===== config.mk =====
export PLATFORM = sky130hd
export DESIGN_NAME = alu_arbiter
export DESIGN_NICKNAME = d
export VERILOG_FILES = /design/src/rtl/alu_arb_pkg.sv /design/src/rtl/rr_arbiter2.sv /design/src/rtl/alu_arbiter.sv
export SDC_FILE = /design/constraint.sdc
export NUM_CORES = 1
export LEC_CHECK = 0
export CAP_MARGIN = 20
export CORE_ASPECT_RATIO = 2
export CORE_MARGIN = 5
export CORE_UTILIZATION = 36
export CTS_CLUSTER_SIZE = 16
export DETAILED_ROUTE_END_ITERATION = 12
export PLACE_DENSITY = 0.8
export RECOVER_POWER = 50
export SLEW_MARGIN = 20
export SYNTH_ARGS = -nofsm -noshare
export SYNTH_HDL_FRONTEND = slang
export SYNTH_SLANG_ARGS = --single-unit
export TNS_END_PERCENT = 50

===== constraint.sdc =====
create_clock -name clk -period 1.64 [get_ports clk]
set_clock_uncertainty 0.15 [all_clocks]
set_input_delay 0.492 -clock clk [delete_from_list [all_inputs] [get_ports clk]]
set_output_delay 0.492 -clock clk [all_outputs]
set_load 0.1 [all_outputs]

===== src/rtl/alu_arb_pkg.sv =====
// alu_arb_pkg: shared types and constants for the ALU arbiter slice.
//   state_t      - sequencer states (IDLE, EXEC, RESP)
//   ALU_OP_IDLE  - opcode driven to the ALU whenever it is not executing
//   ALU_OP_MOV   - move opcode, handy for directed stimulus
//   DEF_*        - default operand/opcode/flag widths
package alu_arb_pkg;

  typedef enum logic [1:0] {
    IDLE = 2'd0,
    EXEC = 2'd1,
    RESP = 2'd2
  } state_t;

  localparam logic [4:0] ALU_OP_IDLE = 5'b00000;
  localparam logic [4:0] ALU_OP_MOV  = 5'b00100;

  localparam int DEF_W   = 16;
  localparam int DEF_OPW = 5;
  localparam int DEF_FLW = 4;

endpackage


===== src/rtl/rr_arbiter2.sv =====
// rr_arbiter2: two-input round-robin grant logic.
//   clk, rst  - clock and synchronous active-high reset
//   valid_i   - request valids {req1, req0}
//   accept_i  - the current grant was taken; remember its owner
//   grant_o   - one-hot (or zero) grant, combinational from valid_i and history
module rr_arbiter2 (
  input  logic       clk,
  input  logic       rst,
  input  logic [1:0] valid_i,
  input  logic       accept_i,
  output logic [1:0] grant_o
);

  logic last_grant_q;
  logic last_grant_d;

  // Under contention the requester that did not win last time gets the grant.
  always_comb begin
    grant_o = 2'b00;
    case (valid_i)
      2'b01:   grant_o = 2'b01;
      2'b10:   grant_o = 2'b10;
      2'b11:   grant_o = last_grant_q ? 2'b01 : 2'b10;
      default: grant_o = 2'b00;
    endcase
  end

  always_comb begin
    last_grant_d = last_grant_q;
    if (accept_i) begin
      last_grant_d = grant_o[1];
    end
  end

  // Resetting to requester 1 lets requester 0 win the first contention.
  always_ff @(posedge clk) begin
    if (rst) begin
      last_grant_q <= 1'b1;
    end else begin
      last_grant_q <= last_grant_d;
    end
  end

endmodule


===== src/rtl/alu_arbiter.sv =====
// alu_arbiter: shares one combinational ALU between two requesters.
//   reqN_valid/ready/op/a/b     - request channel N (valid/ready handshake)
//   rspN_valid/ready/result/flags - response channel N
//   alu_op/alu_a/alu_b          - registered drive into the ALU
//   alu_result/alu_flags        - ALU outputs, captured at the end of EXEC
// Every operation takes IDLE (handshake) -> EXEC (ALU driven) -> RESP.
module alu_arbiter
  import alu_arb_pkg::*;
#(
  parameter int W   = DEF_W,
  parameter int OPW = DEF_OPW,
  parameter int FLW = DEF_FLW
) (
  input  logic           clk,
  input  logic           rst,
  input  logic           req0_valid,
  output logic           req0_ready,
  input  logic [OPW-1:0] req0_op,
  input  logic [W-1:0]   req0_a,
  input  logic [W-1:0]   req0_b,
  input  logic           req1_valid,
  output logic           req1_ready,
  input  logic [OPW-1:0] req1_op,
  input  logic [W-1:0]   req1_a,
  input  logic [W-1:0]   req1_b,
  output logic           rsp0_valid,
  input  logic           rsp0_ready,
  output logic [W-1:0]   rsp0_result,
  output logic [FLW-1:0] rsp0_flags,
  output logic           rsp1_valid,
  input  logic           rsp1_ready,
  output logic [W-1:0]   rsp1_result,
  output logic [FLW-1:0] rsp1_flags,
  output logic [OPW-1:0] alu_op,
  output logic [W-1:0]   alu_a,
  output logic [W-1:0]   alu_b,
  input  logic [W-1:0]   alu_result,
  input  logic [FLW-1:0] alu_flags
);

  state_t         state_q, state_d;
  logic           owner_q, owner_d;
  logic [OPW-1:0] op_q, op_d;
  logic [W-1:0]   a_q, a_d;
  logic [W-1:0]   b_q, b_d;
  logic [W-1:0]   result_q, result_d;
  logic [FLW-1:0] flags_q, flags_d;
  logic [1:0]     rsp_valid_q, rsp_valid_d;
  logic [1:0]     grant;
  logic           handshake;
  logic           owner_ready;

  rr_arbiter2 u_arb (
    .clk      (clk),
    .rst      (rst),
    .valid_i  ({req1_valid, req0_valid}),
    .accept_i (handshake),
    .grant_o  (grant)
  );

  // Readies are only offered in IDLE and never while reset is held, so a
  // requester cannot see a handshake that reset is about to discard.
  assign req0_ready = (state_q == IDLE) && !rst && grant[0];
  assign req1_ready = (state_q == IDLE) && !rst && grant[1];

  assign owner_ready = owner_q ? rsp1_ready : rsp0_ready;

  // The operand latches double as the ALU drive registers: they hold the
  // operation only for the EXEC cycle and are zero otherwise, so the ALU
  // sees ALU_OP_IDLE with zero operands whenever it is not working.
  always_comb begin
    state_d     = state_q;
    owner_d     = owner_q;
    op_d        = op_q;
    a_d         = a_q;
    b_d         = b_q;
    result_d    = result_q;
    flags_d     = flags_q;
    rsp_valid_d = rsp_valid_q;
    handshake   = 1'b0;
    case (state_q)
      IDLE: begin
        if (grant != 2'b00) begin
          handshake = 1'b1;
          owner_d   = grant[1];
          op_d      = grant[1] ? req1_op : req0_op;
          a_d       = grant[1] ? req1_a  : req0_a;
          b_d       = grant[1] ? req1_b  : req0_b;
          state_d   = EXEC;
        end
      end
      EXEC: begin
        result_d    = alu_result;
        flags_d     = alu_flags;
        rsp_valid_d = owner_q ? 2'b10 : 2'b01;
        op_d        = ALU_OP_IDLE;
        a_d         = '0;
        b_d         = '0;
        state_d     = RESP;
      end
      RESP: begin
        if (owner_ready) begin
          rsp_valid_d = 2'b00;
          state_d     = IDLE;
        end
      end
      default: begin
        rsp_valid_d = 2'b00;
        state_d     = IDLE;
      end
    endcase
  end

  // Reset discards any in-flight operation and clears every registered output.
  always_ff @(posedge clk) begin
    if (rst) begin
      state_q     <= IDLE;
      owner_q     <= 1'b0;
      op_q        <= ALU_OP_IDLE;
      a_q         <= '0;
      b_q         <= '0;
      result_q    <= '0;
      flags_q     <= '0;
      rsp_valid_q <= 2'b00;
    end else begin
      state_q     <= state_d;
      owner_q     <= owner_d;
      op_q        <= op_d;
      a_q         <= a_d;
      b_q         <= b_d;
      result_q    <= result_d;
      flags_q     <= flags_d;
      rsp_valid_q <= rsp_valid_d;
    end
  end

  assign alu_op      = op_q;
  assign alu_a       = a_q;
  assign alu_b       = b_q;
  assign rsp0_valid  = rsp_valid_q[0];
  assign rsp1_valid  = rsp_valid_q[1];
  assign rsp0_result = result_q;
  assign rsp1_result = result_q;
  assign rsp0_flags  = flags_q;
  assign rsp1_flags  = flags_q;

endmodule

-- Word-level counts from Yosys, hierarchy flattened
Cells that the tools add are included.
- eq/ne operators: 7
- multiplexer cells: 19
- bitwise logic cells: 1
- reduce and logical (&&, ||, !) cells: 11
- operators with widths (cell ; count):
    $mux 16 ; 4
    $pmux 16 s2 ; 2
    $pmux 2 s3 ; 3
    $mux 5 ; 2
    $pmux 5 s2 ; 1
    $mux 2 ; 4
    $reduce_and 2->1 ; 4
    $eq 2x2->1 const B ; 3
    $eq 2x1->1 const B ; 2
    $reduce_bool 2->1 ; 2
    $logic_and 1x1->1 ; 3
    $mux 1 ; 3
    $logic_not 2->1 ; 1
    $ne 2x1->1 const B ; 1
    $ne 2x2->1 const B ; 1
    $logic_not 1->1 ; 1
    $not 1->1 ; 1
- bits in registers: 63
- logic and storage cells: 47

-- Logic depth before layout (Yosys ltp)
- depth after elaboration: 5
- mapped depth: 6
- depth with buffers taken out: 3

-- By module
A second synthesis with hierarchy kept.
- cells, all modules: 320
- area, all modules: 3160.5 sq um
- modules (own cells, without submodules) (module ; instances ; cells each ; area each (sq um) ; seq. area each (sq um)):
    alu_arbiter ; 1 ; 314 ; 3106.7 ; 1241.2
    rr_arbiter2 ; 1 ; 6 ; 53.8 ; 20.0

-- Worst setup path before layout
Ideal clock, no wire load.
- path kind: input port to output port
- start: input port req1_valid
- end: output port req1_ready
- data arrival time: 3696 ps
- data required time: 998 ps
- slack: -2698 ps
- cell stages on the path: 3
- buffers on the path: 1
- cell sequence: a21bo_2 -> buf_2 -> nor4_1
- longest elaborated chain between the ends: 3
- elaborated cells on any way between the ends: 5
- classes of those cells: eq/ne: 3; mux: 1; reduce/logical: 1
- RTL lines (what ; line ; source):
    from (decl) ; alu_arbiter.sv:21 ; input logic req1_valid,
    $eq 2x2->1 or $eq 2x1->1 (tied branches) ; rr_arbiter2.sv:20 ; case (valid_i)
    $pmux 2 s3 (*) ; rr_arbiter2.sv:20 ;
    $logic_and 1x1->1 (*) ; alu_arbiter.sv:64 ; assign req1_ready = (state_q == IDLE) && !rst && grant[1];
    to (decl) ; alu_arbiter.sv:22 ; output logic req1_ready,
Mark *: on every way between the ends. The rest lies on a longest branch, timed or not.

-- Worst setup path in the final report
- start: register u_arb.last_grant_q
- end: output port req0_ready
- longest elaborated chain between the ends: 3
- RTL lines (what ; line ; source):
    from (decl) ; rr_arbiter2.sv:14 ; logic last_grant_q;
    from (signal assigned) ; rr_arbiter2.sv:40 ; last_grant_q <= last_grant_d;
    $mux 2 ; rr_arbiter2.sv:23 ; 2'b11: grant_o = last_grant_q ? 2'b01 : 2'b10;
    $pmux 2 s3 ; rr_arbiter2.sv:20 ;
    $logic_and 1x1->1 ; alu_arbiter.sv:63 ; assign req0_ready = (state_q == IDLE) && !rst && grant[0];
    to (decl) ; alu_arbiter.sv:17 ; output logic req0_ready,
Every way passes these cells.

==> results <==
Yosys cell counts (2+ instances only):
cell type and number:
a21oi_1 23, a311oi_1 37, buf_2 12, buf_4 21, buf_6 10, clkbuf_1 5
dfxtp_1 63, nand2_1 116, nor2_1 40, nor2b_1 5, nor4_1 2, o21ai_0 2
flip-flops by register name, summed over array words and instances (netlist names):
| name | cells |
|---|---|
| alu_a | 16 |
| alu_b | 16 |
| alu_op | 5 |
| owner_q | 1 |
| rsp0_flags | 4 |
| rsp0_result | 16 |
| rsp_valid_q | 2 |
| state_q | 2 |
| u_arb.last_grant_q | 1 |
cell families (layout without fill, tap and decap cells):
kind of cell	Yosys count	after routing
multiplexers	1	1
buffers and inverters	50	248
AND/OR/NAND/NOR	168	168
AO/OA/AOI/OAI	67	67
flip-flops	63	63
report_power, final:
part	internal [mW]	leakage [nW]	total [mW]	switching, mW
registers	1.68	0.531	1.84	0.160
logic	1.10	1.83	3.00	1.89
clock network	1.24	0.147	1.90	0.660
total	4.03	2.51	6.74	2.71
final cells by class:
type                       instances  area, µm²
multi-input combinational        236       1564
inverter                           1      3.754
fill                             463       1479
sequential                        63       1314
clock buffer                      15      299.0
clock inverter                     1      7.507
tap                               94      117.6
timing repair buffer             231       2816
critical path, delay by kind of cell, from the launching register on:
family	cells	cell delay [ns]
flops	1	0.36
simple gates	2	0.34
buf+inv	2	0.31
metal layers:
metal / up-vias / part of all wire (%) / wire length [µm] / GRT usage, %
met3: 59 / 7.6 / 1064 / 6.781
met5: - / 0 / 0 / 0
met1: 1675 / 31 / 4414 / 23.91
met2: 221 / 56 / 7855 / 48.38
met4: 0 / 5.0 / 706 / 12.42
li1: 1565 / - / - / -
layout by cell type (no fill, tap or decap), types with 2 or more instances in the layout:
master | netlist | final
nor2_1 | 40 | 28
nor2b_4 | 0 | 2
clkbuf_8 | 0 | 3
a21oi_1 | 23 | 17
nor2_2 | 0 | 5
clkbuf_2 | 1 | 2
buf_6 | 10 | 66
a311oi_2 | 0 | 22
nor2b_1 | 5 | 3
buf_4 | 21 | 18
buf_8 | 0 | 3
buf_16 | 0 | 6
dfxtp_1 | 63 | 41
nand2_1 | 116 | 100
o21ai_0 | 2 | 2
dfxtp_4 | 0 | 10
buf_12 | 0 | 33
a311oi_1 | 37 | 14
nand2_4 | 0 | 5
clkbuf_16 | 0 | 13
nand2b_4 | 0 | 2
nand2_2 | 0 | 11
buf_2 | 12 | 2
nor2_4 | 0 | 7
dfxtp_2 | 0 | 12
clkbuf_1 | 5 | 3
clkdlybuf4s50_1 | 0 | 96
a21oi_2 | 0 | 6
repair_timing:
item / CTS / global route
setup endpoints to repair: 51 / 69
setup buffers: 15 / 10
resized for setup: 73 / 65
pin swaps: 30 / 25
cloned: 9 / 6
worst paths after layout:
check                                   startpoint  slack (ns)             end  cells past startpoint
worst max-delay path            u_arb.last_grant_q       -0.34      req0_ready                      4
worst min-delay path                rsp0_result[4]        0.33  rsp0_result[4]                      2
worst max register to register          state_q[1]       -0.04        alu_b[0]                      7
worst min register to register      rsp0_result[4]        0.33  rsp0_result[4]                      2
==> results.py <==
metrics = {
    "sta": {
        "slew_viol_final": 0,
        "period_needed_ns": 1.981,
        "setup_violations": 8,
        "worstMarginPinSlew_ns": 0.3263,
        "hold_viol_final": 0,
        "hold_ws_ns": 0.3313,
        "fin_ws_ns": -0.3415,
        "slew-limit-headroom_pct": 78.25,
        "clock.fmax_mhz": 504.7,
        "period_share_pct": 120.8,
        "tns_ns": -0.7945,
        "rsz0062_at_grt": "yes",
    },
    "floorplan": {
        "dieArea_mm2": 0.009761,
        "fp.dieW_um": 72.41,
        "coreArea_mm2": 0.007601,
        "num_rows": 45,
        "ios": 181,
        "die_h_um": 134.8,
        "start_util_pct": 36.89,
    },
    "placed_design": {
        "dpl-instance-area_mm2": 0.005489,
        "dp_hpwl_um": 8139,
        "pre_cts_ws_ns": -0.6819,
        "io_buffers": 180,
        "dp_cells": 596,
        "gp_congestion": 0.8176,
    },
    "logic_synthesis": {
        "synthCells": 349,
        "syn-cell-area_mm2": 0.002804,
        "yosysSeqAreaShare_pct": 44.98,
        "async_flop_share_pct": 0,
        "synth_top_area_share_pct": 44.98,
        "synth-simple-area-share_pct": 23.92,
        "avgSynthCellArea_um2": 8.034,
        "syn-num-nets": 449,
        "synth_edf_count": 0,
        "ys_seq_elements": 63,
        "synthAdderAreaFrac_pct": 0,
        "ys_warn_count": 0,
        "synth_xor_area_share_pct": 0,
        "synth_compound_area_share_pct": 17.98,
        "synth_top_family_by_area": "simple AND/OR/NAND/NOR gates",
        "netlist.top_cell.by_area": "dfxtp_1",
        "synth.area.top_cells": "dfxtp_1 (45%), nand2_1 (16%), a311oi_1 (12%)",
        "synth.distinct_cells": 25,
        "synth_mux_area_share_pct": 0.3570,
        "ys.flop_type": "dfxtp_1",
    },
    "cts": {
        "cts_sinks": 63,
        "cts_tree": "done",
        "clock_latency_ns": 0.32,
        "clk_pin_slew_ns": 0.05,
        "root_buffer": "clkbuf_16",
        "cts_max_path_buffers": 2,
        "cts_hold_buf": 0,
        "cts_buffers": 9,
        "h-tree-depth": 3,
    },
    "worst_setup_path": {
        "max_stage_delay_ns": 0.36,
        "critPathMaxFanout": 3,
        "crit_required_ns": 1.00,
        "critPathSlowestCell": "dfxtp_4",
        "cp-start-kind": "flip-flop",
        "worstPathArrival_ns": 1.34,
        "crit_type": "reg -> out",
        "critPathCaptureType": "output pin",
        "crit_chain": "buf_6 -> nor2b_4 -> nor4bb_4 -> buf_12",
    },
    "routing": {
        "drt_pass1_iterations": 4,
        "viasPerCell": 5.491,
        "wl_per_cell_um": 21.90,
        "drc": 0,
        "ant_nets": 0,
        "initialDrtViolationCount": 268,
        "via_count": 3520,
        "wl_um": 14040,
    },
    "grt": {
        "grt.overflow.total": 0,
        "grt_antenna_before_repair": 0,
        "grt_pass1_vias": 3660,
        "track_usage_pct": 25.38,
        "grt_max_degree": 38,
        "grt_pass1_wl_um": 19100,
    },
    "pwr": {
        "powerDensity_mw_per_mm2": 1101,
        "leakagePower_nw": 2.513,
        "power_mw": 6.740,
        "vdd_drop_max_mv": 0.6644,
    },
    "finish": {
        "stdcell_area_mm2": 0.006122,
        "drive_gt1_share_pct": 43.14,
        "stdcell_count": 641,
        "final_nets": 642,
        "post-route-util_pct": 80.54,
        "synthToLayoutAreaGrowth_pct": 118.3,
        "antennaDiodeCount": 0,
    },
    "flow_run": {
        "cap_violations": 0,
    },
    "status": {
        "violations": "setup timing",
        "status": "complete, but fails checks",
    },
    "hold_path": {
        "hp-class": "reg -> reg",
    },
}
No activity file was read; power rests on OpenSTA's default activity.
==> edit 1: new RTL, config.mk and constraints unchanged <==
Set the package constant `DEF_FLW` to 8 (it was 4).
--- a/src/rtl/alu_arb_pkg.sv
+++ b/src/rtl/alu_arb_pkg.sv
@@ -16,7 +16,7 @@
 
   localparam int DEF_W   = 16;
   localparam int DEF_OPW = 5;
-  localparam int DEF_FLW = 4;
+  localparam int DEF_FLW = 8;
 
 endpackage
 
Ports: changed (resized alu_flags, rsp0_flags and rsp1_flags); port bits go from 181 to 193. The function was not compared with the original's and may differ.
==> edit 1 against the original RTL <==
The flow still finishes with violations (negative setup slack). Setup slack got worse by 12 ps. Power is 1.0% higher. Synthesized area grew 16%. Synthesized cell count rose by 6.3%. Utilization fell by 13 points. Sequential power increased by 5%. Die area grew 14%. First-iteration DRC count is 59% lower. Routed wire length down 19%. Count of clock-buffer cells in the layout shrank 5. Final area down 1.9%. Sequential cell count increased by 4.
==> edit 1: results <==
[timing]
fin_ws_ps = -353
finalSetupViolations = 44
worst_pin_slew_ps = 363
tns_ps = -3420

[logic_synthesis]
ys_types = 26
synth.area.top_cells = "dfxtp_1, a311oi_2, nand2_1"
synth_common_cells = "nand2_1, dfxtp_1, nor2_1"
ys_seq_area_frac = 0.414
synth_fp_nets = 475

[global_routing]
grt_use_total = 0.196
grt_max_degree = 39
grt_pass1_vias = 3502
grt_pass1_wl_um = 17600

[clock_tree]
cts-buffers-inserted = 9

[cells_and_area]
fillerInstances = 684
drive_above_1_share = 0.373
nets = 646

[outcome]
violations = "negative setup slack"
outcome = "finished, violations left"

[place]
place.gp.congestion = 0.834
dpl.hpwl_um = 8780
pre_cts_ws_ps = -680
port_buffers = 192

[routing]
vias = 3267
drt-total-wl_um = 11300

[worst_setup_path]
crit_path_max_fanout = 4

[pwr]
leakage_nw = 2.39
vdd_drop_max_uv = 716
==> edit 1: cell types whose count changed in the layout (fill, tap and decap cells not counted), sizes merged <==
cell / before / now
buf: 128 / 111
clkbuf: 22 / 14
nand2: 116 / 124
a21oi: 23 / 27
clkdlybuf4s50: 96 / 100
dfxtp: 63 / 67
clkinv: 0 / 3
bufinv: 0 / 2
==> edit 1: power by group <==
group,switching [mW],internal (mW)
Combinational,1.87,1.00
Sequential,0.159,1.78
Clock,0.678,1.32
==> edit 1: logic make-up after synthesis <==
kind of cell | share of synthesized area
muxes | 0.00309
DFF | 0.414
and+or+nand+nor | 0.225
buffers and inverters | 0.135
AOI/OAI and AO/OA | 0.224
==> edit 1: layout make-up <==
cell class                 instances  area share
multi-input combinational        248       0.253
timing repair buffer             215       0.439
clock inverter                     6      0.0133
sequential                        67       0.234
clock buffer                      10      0.0381
inverter                           1    0.000625
tap                              102      0.0213
==> edit 1: per-layer routing <==
layer | up-vias | global-route usage | share of wire
li1 | 1568 | - | -
met1 | 1544 | 0.190 | 0.33
met2 | 137 | 0.376 | 0.58
met3 | 18 | 0.0636 | 0.072
met4 | 0 | 0.0770 | 0.022
met5 | - | 0 | 0
==> edit 1: worst paths after layout <==
| check | end | depth (start not counted) | start | slack [ps] |
|---|---|---|---|---|
| setup / recovery | req0_ready | 4 | u_arb.last_grant_q | -350 |
| hold / removal | rsp0_result[9] | 2 | rsp0_result[9] | 340 |
| setup reg to reg | rsp0_flags[5] | 6 | state_q[0] | -140 |
| hold reg to reg | rsp0_result[9] | 2 | rsp0_result[9] | 340 |
==> edit 1: repair_timing <==
action	CTS	global route
gates resized for setup	15	18
cloned	0	1
buffers inserted	2	0
pin swaps	3	2
setup endpoints to repair	46	41
==> edit 1: stage by stage <==
step                instance area, um2  cells
finish                            6000    649
global route                      6000    649
CTS                               6380    648
detailed placement                6050    630
global placement                  6050    630
floorplan                         3320    371
==> edit 1: worst min-delay path: cells and delay by family, from the launching register on <==
family | cells | cell delay [ps]
flip-flops | 1 | 330
AND/OR/NAND/NOR | 1 | 60
AO/OA/AOI/OAI | 1 | 60
==> edit 2: new RTL, same flow settings <==
Without the edit above. Make the reset (`rst`) asynchronous in 2 clocked blocks. Comments in the files are not updated.
--- a/src/rtl/rr_arbiter2.sv
+++ b/src/rtl/rr_arbiter2.sv
@@ -33,7 +33,7 @@
   end
 
   // Resetting to requester 1 lets requester 0 win the first contention.
-  always_ff @(posedge clk) begin
+  always_ff @(posedge clk or posedge rst) begin
     if (rst) begin
       last_grant_q <= 1'b1;
     end else begin
--- a/src/rtl/alu_arbiter.sv
+++ b/src/rtl/alu_arbiter.sv
@@ -112,7 +112,7 @@
   end
 
   // Reset discards any in-flight operation and clears every registered output.
-  always_ff @(posedge clk) begin
+  always_ff @(posedge clk or posedge rst) begin
     if (rst) begin
       state_q     <= IDLE;
       owner_q     <= 1'b0;
Function: differs if rst is asserted again (counterexample within 4 cycles, from zero or initial values and one cycle with rst high); with rst held inactive, the same outputs for 10 cycles.
==> edit 2 against the original RTL <==
Sequential cell count stayed put. Final area is 3.6% lower. Cell count is 17% lower. Utilization is 12 points lower. The flow still finishes with violations (negative setup slack). Register-to-register slack worse by 20 ps. Routed wire length is 30% lower. Synthesized cell count is 28% lower. Fmax is 3.2% lower. Critical endpoint unchanged. Synthesized area is 12% higher. Setup slack worse by 65 ps.
Power is not shown: default switching activity piles up to over one toggle a cycle in this logic, so the estimate is an artifact.
==> edit 2: results <==
[outcome]
outcome = "finished, violations left"
violations = "negative setup slack"

[worst_setup_path]
worstPathArrival_ps = 1400
reg2reg_to = "alu_b[14]"
rr_worst_depth = 6
rrSetupSlack_ps = -60
reg2reg_from = "state_q[1]"

[timing]
slew_headroom = 0.420
fin_ws_ps = -406
finalSetupViolations = 33
whs_ps = 307

[global_routing]
grt_pass1_wl_um = 15600
grt_use_total = 0.184
grt_max_degree = 64
grt_pass1_vias = 2910

[logic_synthesis]
synth_common_cells = "mux2i_1, dfrtp_1, nand2_1"
synthMuxAreaShare = 0.310
ys_seq_area_frac = 0.501
ys_types = 29
synth_compound_area_frac = 0.0294
synthCells = 253
synth_fp_nets = 353
async_reset_ff_frac = 1.00

[cells_and_area]
drive_above_1_share = 0.336
stdcell_count = 529
nets = 526
fillerInstances = 599

[routing]
dr.pass1.iters = 6
drt-total-wl_um = 9880
via_per_inst = 4.91
drt_iter0_drc = 93

[clock_tree]
cts_tree = "done"
cts_buffer_depth = 2

[place]
dpl.hpwl_um = 7840
place_inst = 512
place.gp.congestion = 0.761

[hold_path]
min_path_type = "input pin to flop"
min_from = "req0_valid"
holdPathEnd = "u_arb.last_grant_q"
-- edit 2: changes by cell type after synthesis, moves of 4 or more --
cell and change:
clkbuf_1 -4, dfrtp_1 +62, mux2_1 +20, nor2_1 -40, nand2_1 -78, a311oi_1 -37, buf_2 -7, buf_6 -8
a21oi_1 -22, dfxtp_1 -63, nor2b_1 -5, mux2i_1 +74
-- edit 2: how the worst max path moves through the flow --
stage	cells past startpoint	start	to	slack (ps)
3_3_place_gp	4	req1_valid	req1_ready	-650
3_5_place_dp	4	req1_valid	req1_ready	-710
2_1_floorplan	2	rst	req1_ready	-900
5_1_grt	4	state_q[1]	req0_ready	-450
4_1_cts	4	u_arb.last_grant_q	req0_ready	-420
6_report	4	u_arb.last_grant_q	req0_ready	-410
-- edit 2: cell families (layout without fill, tap and decap cells) --
family / count (synthesis) / after routing
mux: 95 / 95
compound gates: 12 / 12
buf+inv: 38 / 214
simple gates: 45 / 45
flops: 63 / 63
-- edit 2: critical path, stage by stage, from the launching register on --
cell	delay (ps)
dfstp_2	550
a21boi_4	60
buf_6	120
nor3_4	150
buf_12	200
-- edit 2: area by class of cell --
cell class / instances / area (um2) / area share
clock buffer: 13 / 260 / 0.0441
inverter: 3 / 15.0 / 0.00254
clock inverter: 1 / 5.00 / 0.000848
tap: 100 / 125 / 0.0212
sequential: 63 / 1600 / 0.271
multi-input combinational: 152 / 1310 / 0.221
timing repair buffer: 197 / 2590 / 0.438
-- edit 2: stage by stage --
stage | TNS (ps) | setup slack [ps] | utilization | cell area, um2
2_1_floorplan | -8160 | -905 | - | 3180
3_3_place_gp | -36810 | -651 | 0.674 | 5790
3_5_place_dp | -42380 | -705 | 0.674 | 5790
4_1_cts | -1190 | -419 | 0.711 | 6100
5_1_grt | -5880 | -449 | 0.688 | 5900
6_report | -1400 | -406 | 0.688 | 5900
-- edit 2: repair_timing --
item / 4_1_cts / 5_1_grt
endpoints found under the setup margin: 61 / 55
resized for setup: 21 / 12
setup buffers: 2 / 1
pin swaps: 0 / 2
-- edit 2: routing by layer --
metal	track usage	vias to the layer above	part of all wire
met5	0	-	0
met4	0.103	0	0.035
met3	0.0526	21	0.065
met2	0.354	110	0.59
met1	0.168	1274	0.31
li1	-	1194	-
